$ cat src/rtl/scr1_pipe_dmem_arb_pkg.sv
// Shared types for the DMEM arbiter slice.
// Carries the memory-interface types (command, width, response), the bus
// widths, the arbiter FSM encoding and the default watchdog timeout.
package scr1_pipe_dmem_arb_pkg;

  localparam int SCR1_DMEM_AWIDTH = 32;
  localparam int SCR1_DMEM_DWIDTH = 32;

  typedef enum logic {
    SCR1_MEM_CMD_RD = 1'b0,
    SCR1_MEM_CMD_WR = 1'b1
  } type_scr1_mem_cmd_e;

  typedef enum logic [1:0] {
    SCR1_MEM_WIDTH_BYTE  = 2'b00,
    SCR1_MEM_WIDTH_HWORD = 2'b01,
    SCR1_MEM_WIDTH_WORD  = 2'b10,
    SCR1_MEM_WIDTH_ERROR = 2'b11
  } type_scr1_mem_width_e;

  typedef enum logic [1:0] {
    SCR1_MEM_RESP_NOTRDY = 2'b00,
    SCR1_MEM_RESP_RDY_OK = 2'b01,
    SCR1_MEM_RESP_RDY_ER = 2'b10
  } type_scr1_mem_resp_e;

  typedef enum logic [1:0] {
    SCR1_DMEM_ARB_IDLE  = 2'b00,
    SCR1_DMEM_ARB_BUSY  = 2'b01,
    SCR1_DMEM_ARB_DRAIN = 2'b10
  } type_scr1_dmem_arb_fsm_e;

  localparam int SCR1_DMEM_ARB_TIMEOUT_CYC = 256;

endpackage : scr1_pipe_dmem_arb_pkg

$ cat src/rtl/scr1_pipe_dmem_arb_rr.sv
// 2-way round-robin selector.
// Ports:
//   clk, rst_n : clock, synchronous active-low reset
//   req[1:0]   : request lines of port 1 / port 0
//   ack        : the current selection was granted this cycle
//   sel        : selected port (0 or 1)
// last_gnt resets to 1 so that port 0 wins the first tie.
module scr1_dmem_arb_rr (
  input  logic       clk,
  input  logic       rst_n,
  input  logic [1:0] req,
  input  logic       ack,
  output logic       sel
);

  logic last_gnt;

  always_comb begin
    sel = ~last_gnt;
    case (req)
      2'b01:   sel = 1'b0;
      2'b10:   sel = 1'b1;
      default: sel = ~last_gnt;
    endcase
  end

  always_ff @(posedge clk) begin
    if (!rst_n) begin
      last_gnt <= 1'b1;
    end else if (ack) begin
      last_gnt <= sel;
    end
  end

endmodule : scr1_dmem_arb_rr

$ cat src/rtl/scr1_pipe_dmem_arb.sv
// Two-requester DMEM arbiter: port 0 (LSU) and port 1 (debug/system master)
// share one DMEM port with a single outstanding transaction.
// Ports:
//   clk, rst_n            : clock, synchronous active-low reset
//   p0_* / p1_*           : requester ports (req/cmd/width/addr/wdata in,
//                           req_ack/rdata/resp out)
//   dmem_*                : shared DMEM port toward the router
//   dbg_fsm_o             : current arbiter state, for observation
// Handshake: a request is accepted in the IDLE cycle where req and
// dmem_req_ack_i are both high; the owner's response is the first
// dmem_resp_i != NOTRDY afterwards. Requests must be held until acked.
// A watchdog turns a response that never arrives into RDY_ER toward the
// owner and then silently swallows the late memory response in DRAIN.
module scr1_pipe_dmem_arb
  import scr1_pipe_dmem_arb_pkg::*;
#(
  parameter int TIMEOUT_CYC = SCR1_DMEM_ARB_TIMEOUT_CYC,
  parameter int CNT_W       = 9
) (
  input  logic                        clk,
  input  logic                        rst_n,
  input  logic                        p0_req_i,
  input  type_scr1_mem_cmd_e          p0_cmd_i,
  input  type_scr1_mem_width_e        p0_width_i,
  input  logic [SCR1_DMEM_AWIDTH-1:0] p0_addr_i,
  input  logic [SCR1_DMEM_DWIDTH-1:0] p0_wdata_i,
  output logic                        p0_req_ack_o,
  output logic [SCR1_DMEM_DWIDTH-1:0] p0_rdata_o,
  output type_scr1_mem_resp_e         p0_resp_o,
  input  logic                        p1_req_i,
  input  type_scr1_mem_cmd_e          p1_cmd_i,
  input  type_scr1_mem_width_e        p1_width_i,
  input  logic [SCR1_DMEM_AWIDTH-1:0] p1_addr_i,
  input  logic [SCR1_DMEM_DWIDTH-1:0] p1_wdata_i,
  output logic                        p1_req_ack_o,
  output logic [SCR1_DMEM_DWIDTH-1:0] p1_rdata_o,
  output type_scr1_mem_resp_e         p1_resp_o,
  output logic                        dmem_req_o,
  output type_scr1_mem_cmd_e          dmem_cmd_o,
  output type_scr1_mem_width_e        dmem_width_o,
  output logic [SCR1_DMEM_AWIDTH-1:0] dmem_addr_o,
  output logic [SCR1_DMEM_DWIDTH-1:0] dmem_wdata_o,
  input  logic                        dmem_req_ack_i,
  input  logic [SCR1_DMEM_DWIDTH-1:0] dmem_rdata_i,
  input  type_scr1_mem_resp_e         dmem_resp_i,
  output type_scr1_dmem_arb_fsm_e     dbg_fsm_o
);

  localparam bit             WD_EN   = (TIMEOUT_CYC != 0);
  localparam logic [CNT_W-1:0] WD_LAST = CNT_W'(TIMEOUT_CYC - 1);

  type_scr1_dmem_arb_fsm_e fsm, fsm_nxt;
  logic                    owner, owner_nxt;
  logic [CNT_W-1:0]        wd_cnt, wd_nxt;
  logic                    sel;
  logic                    any_req;
  logic                    rr_ack;
  type_scr1_mem_resp_e     resp_fwd;

  assign any_req   = p0_req_i | p1_req_i;
  assign dbg_fsm_o = fsm;

  scr1_dmem_arb_rr u_rr (
    .clk   (clk),
    .rst_n (rst_n),
    .req   ({p1_req_i, p0_req_i}),
    .ack   (rr_ack),
    .sel   (sel)
  );

  always_ff @(posedge clk) begin
    if (!rst_n) begin
      fsm    <= SCR1_DMEM_ARB_IDLE;
      owner  <= 1'b0;
      wd_cnt <= '0;
    end else begin
      fsm    <= fsm_nxt;
      owner  <= owner_nxt;
      wd_cnt <= wd_nxt;
    end
  end

  always_comb begin
    fsm_nxt      = fsm;
    owner_nxt    = owner;
    wd_nxt       = wd_cnt;
    rr_ack       = 1'b0;
    resp_fwd     = SCR1_MEM_RESP_NOTRDY;
    dmem_req_o   = 1'b0;
    p0_req_ack_o = 1'b0;
    p1_req_ack_o = 1'b0;
    p0_resp_o    = SCR1_MEM_RESP_NOTRDY;
    p1_resp_o    = SCR1_MEM_RESP_NOTRDY;
    p0_rdata_o   = '0;
    p1_rdata_o   = '0;
    // Request fields always follow the selected port; only dmem_req_o
    // qualifies them.
    dmem_cmd_o   = sel ? p1_cmd_i   : p0_cmd_i;
    dmem_width_o = sel ? p1_width_i : p0_width_i;
    dmem_addr_o  = sel ? p1_addr_i  : p0_addr_i;
    dmem_wdata_o = sel ? p1_wdata_i : p0_wdata_i;

    case (fsm)
      SCR1_DMEM_ARB_IDLE: begin
        // Stray responses in IDLE fall through to the NOTRDY defaults.
        dmem_req_o = any_req;
        if (any_req && dmem_req_ack_i) begin
          if (sel) p1_req_ack_o = 1'b1;
          else     p0_req_ack_o = 1'b1;
          rr_ack    = 1'b1;
          owner_nxt = sel;
          wd_nxt    = '0;
          fsm_nxt   = SCR1_DMEM_ARB_BUSY;
        end
      end
      SCR1_DMEM_ARB_BUSY: begin
        resp_fwd = dmem_resp_i;
        // A real response wins over a watchdog expiry in the same cycle.
        if (dmem_resp_i != SCR1_MEM_RESP_NOTRDY) begin
          fsm_nxt = SCR1_DMEM_ARB_IDLE;
        end else if (WD_EN && (wd_cnt == WD_LAST)) begin
          resp_fwd = SCR1_MEM_RESP_RDY_ER;
          fsm_nxt  = SCR1_DMEM_ARB_DRAIN;
        end else begin
          wd_nxt = wd_cnt + CNT_W'(1);
        end
        if (owner) begin
          p1_resp_o  = resp_fwd;
          p1_rdata_o = dmem_rdata_i;
        end else begin
          p0_resp_o  = resp_fwd;
          p0_rdata_o = dmem_rdata_i;
        end
      end
      SCR1_DMEM_ARB_DRAIN: begin
        // The late response belongs to an already-failed transaction.
        if (dmem_resp_i != SCR1_MEM_RESP_NOTRDY) begin
          fsm_nxt = SCR1_DMEM_ARB_IDLE;
        end
      end
      default: begin
        fsm_nxt = SCR1_DMEM_ARB_IDLE;
      end
    endcase
  end

endmodule : scr1_pipe_dmem_arb

$ cat config.mk
export PLATFORM = sky130hd
export DESIGN_NAME = scr1_pipe_dmem_arb
export DESIGN_NICKNAME = d
export VERILOG_FILES = /design/src/rtl/scr1_pipe_dmem_arb_pkg.sv /design/src/rtl/scr1_pipe_dmem_arb_rr.sv /design/src/rtl/scr1_pipe_dmem_arb.sv
export SDC_FILE = /design/constraint.sdc
export NUM_CORES = 1
export LEC_CHECK = 0
export ABC_AREA = 1
export CAP_MARGIN = 15
export CORE_AREA = 5 5 119 121
export CTS_CLUSTER_DIAMETER = 150
export CTS_CLUSTER_SIZE = 20
export DETAILED_ROUTE_END_ITERATION = 10
export DIE_AREA = 0 0 124 126
export GPL_ROUTABILITY_DRIVEN = 1
export HOLD_SLACK_MARGIN = 0.03
export PLACE_DENSITY = 0.59
export SYNTH_ARGS = -nofsm -noshare
export SYNTH_HDL_FRONTEND = slang
export SYNTH_HIERARCHICAL = 1
export SYNTH_SLANG_ARGS = --single-unit
$ cat constraint.sdc
create_clock -name clk -period 1.96 [get_ports clk]
set_input_delay 0.294 -clock clk [delete_from_list [all_inputs] [get_ports clk]]
set_output_delay 0.294 -clock clk [all_outputs]
set_load 0.1 [all_outputs]
==> flow_metrics.py <==
metrics = {
    "logic_synthesis": {
        "yosysTopAreaCellShare_pct": 42.5,
        "synthCells": 447,
        "yosys_warnings": 6,
        "ys_seq_elements": 13,
        "async_flop_share_pct": 0,
        "yosys_most_used_dff": "dfxtp_1",
        "syn_nets": 623,
        "synth_top_area_cell": "nand2_1",
        "synth_common_cells": "nand2_1, nor2_1, inv_1",
        "ys_seq_area_share_pct": 12.8,
        "synth_cell_types": 20,
        "postSynthAreaPerCell_um2": 4.54,
        "synth.most_common_cell": "nand2_1",
        "synth_area_um2": 2030,
        "synth_edf_count": 0,
        "synthTopCellsByArea": "nand2_1, nor2_1, dfxtp_1",
    },
    "power_and_ir_drop": {
        "p_leak_nw": 3.99,
        "seq_power_share_pct": 4.9,
        "power.switching_w": 0.00320,
        "combPwrFrac_pct": 88.2,
        "power_density_nw_per_um2": 606,
        "power.share.clock_pct": 6.9,
        "swShare_pct": 56.2,
        "intPower_w": 0.00250,
        "ir_drop_uv": 522,
    },
    "min_path": {
        "hold-path-endpoint": "wd_cnt[4]",
        "min_path_cells": 2,
        "hold_class": "flip-flop to flip-flop",
        "min_from": "wd_cnt[4]",
    },
    "clock_network": {
        "cts_tree": "built",
        "clock_path_buffers": 2,
        "clkSinkCount": 13,
        "cts-hold-fix-buffers": 0,
        "insertion_delay_ns": 0.24,
        "cts_made_buffers": 3,
        "root_buffer": "clkbuf_16",
        "clk_pin_slew_ns": 0.05,
        "cts_max_level": 1,
    },
    "setup_path": {
        "crit_chain": "buf_8, inv_4, ha_4, o21a_4, buf_6, inv_8, buf_12, buf_12, nand2_8, nand2_8, buf_12",
        "worstSetupEndpointType": "output pin",
        "r2r-start": "wd_cnt[0]",
        "r2r_setup_slack_ns": 0.11,
        "worstSetupPathType": "input port to output pin",
        "slowest_delay_ns": 0.22,
        "path_max_fanout": 7,
        "path_common_cell": "buf_12",
        "timing.critical_path.arrival_ns": 1.70,
        "rr_endpoint": "wd_cnt[6]",
        "path_buf_inv": 7,
        "cp_top_family": "buffers and inverters",
        "cp-start-kind": "input port",
        "cpMaxStageDelayCell": "o21a_4",
        "worst_r2r_path_depth": 15,
        "crit_required_ns": 1.67,
    },
    "die": {
        "die_w_um": 124,
        "io_pins": 313,
        "initial_core_util_pct": 15.6,
        "die_y_um": 126,
        "dieArea_um2": 15600,
        "rows": 42,
        "core-area_um2": 13000,
    },
    "place": {
        "dp.cells": 928,
        "port_buffers": 312,
        "place_ws_ns": -0.582,
        "hpwl_um": 13600,
        "place_congestion": 0.837,
    },
    "timing": {
        "layout_min_cycle_time_ns": 2.00,
        "rsz0062_at_grt": "true",
        "fin_crit_sh_pct": 102,
        "max_freq_ghz": 0.500,
        "finalHoldViolCount": 0,
        "worstMarginPinSlew_ns": 0.354,
        "setup_viol": 22,
        "setup_slack_ns": -0.0389,
        "finalMaxSlewViolations": 0,
        "max-slew-margin-rel_pct": 76.3,
        "setup_tns_ns": -0.397,
        "finalClockSkew_ns": 0.00176,
    },
    "route": {
        "drc": 0,
        "first_pass_iters": 6,
        "num_vias": 4153,
        "viasPerCell": 4.28,
        "antenna_left": 0,
        "drtIter0Drc": 113,
        "drt-total-wl_um": 18000,
        "wl_per_cell_um": 18.5,
    },
    "run_status": {
        "status": "finished, violations left",
        "failed_checks": "negative setup slack",
    },
    "global_route": {
        "gr-total-overflow": 0,
        "grt_start_max_net_pins": 23,
        "track_usage_pct": 21.6,
        "grt_pass1_vias": 4676,
        "grt_first_pass_wirelength_um": 26200,
        "antenna_found_initial": 1,
    },
    "final_layout": {
        "drive_gt1_share_pct": 55.9,
        "fin_nets": 971,
        "area_growth_syn_to_layout_pct": 363,
        "fill_cells": 900,
        "instances_no_fill": 971,
    },
    "job": {
        "maxCapViolations": 0,
    },
}
==> cell usage in the layout (no fill, tap or decap), types with 6 or more instances in the layout <==
cell type,instances
buf_6,6
inv_1,50
nand2_2,37
buf_12,150
dfxtp_1,9
nand2_4,82
buf_4,25
nand2_1,80
nand2_8,35
nand3_1,10
a21oi_1,8
clkdlybuf4s50_1,170
nor2_1,15
nor2_4,72
buf_16,8
==> worst min-delay path, stage by stage, from the launching register on <==
cell and delay [ns]:
dfxtp_1 0.32, a21oi_1 0.04, nor2_1 0.08
==> kinds of logic (layout without fill, tap and decap cells) <==
| kind of cell | Yosys count | after routing | share of synthesized area (%) |
|---|---|---|---|
| flip-flops | 13 | 13 | 12.8 |
| adder cells (fa/ha/maj) | 3 | 3 | 1.85 |
| AND/OR/NAND/NOR | 337 | 337 | 65.7 |
| buffers and inverters | 78 | 425 | 15.3 |
| AO/OA/AOI/OAI | 16 | 16 | 4.32 |
| other | 0 | 1 | 0 |
==> layout make-up <==
cell class              instances  area, um2  area share [%]
repair buffers                364       5280            56.2
multi-input cells             356       3320            35.3
flip-flops and latches         13        268            2.85
inverters                      57        225            2.40
well taps                     176        220            2.34
clock buffers                   4       78.8           0.839
diodes                          1       2.50          0.0266
==> power groups by stage <==
stage / combinational, W / sequential (W) / clock [W]
2_1_floorplan: 0.00267 / 0.000290 / 0
3_3_place_gp: 0.00433 / 0.000281 / 0
3_5_place_dp: 0.00436 / 0.000282 / 0
4_1_cts: 0.00498 / 0.000278 / 0.000393
5_1_grt: 0.00518 / 0.000278 / 0.000412
6_report: 0.00502 / 0.000278 / 0.000394
==> stage by stage <==
| step | utilization (%) | power (W) | hold WS [ns] | instance area (um2) |
|---|---|---|---|---|
| after floorplan | - | 0.00296 | 0.415 | 3250 |
| after global placement | 61.7 | 0.00462 | 0.447 | 8010 |
| after detailed placement | 61.7 | 0.00464 | 0.466 | 8010 |
| after CTS | 70.7 | 0.00566 | 0.477 | 9180 |
| after global routing | 72.4 | 0.00587 | 0.510 | 9400 |
| final | 72.4 | 0.00570 | 0.484 | 9400 |
==> worst max path at each step <==
stage,start,to,slack [ns],cells after the start
global placement,p0_req_i,dmem_wdata_o[8],-0.52,9
detailed placement,p0_req_i,dmem_wdata_o[3],-0.58,9
finish,p0_req_i,dmem_wdata_o[20],-0.04,11
global route,p0_req_i,dmem_addr_o[28],-0.08,12
floorplan,p0_req_i,dmem_wdata_o[22],-0.04,8
CTS,p1_req_i,dmem_addr_o[21],-0.09,11
==> routing by layer <==
| metal | global-route usage [%] | part of all wire [%] |
|---|---|---|
| met5 | 0 | 0 |
| met4 | 4.19 | 1.6 |
| met3 | 8.70 | 12 |
| met2 | 42.0 | 54 |
| met1 | 21.1 | 32 |
==> registers in the layout (all words and copies together) (netlist names) <==
name and count:
dbg_fsm_o 2, wd_cnt 9, owner 1, u_rr/last_gnt 1
==> what timing repair did <==
action                     4_1_cts  5_1_grt
setup endpoints to repair       71       95
resized for setup              154       57
gates cloned                    13        1
buffers inserted                24        5
pin swaps                       10        9
Power figures use the tool's default switching activity.
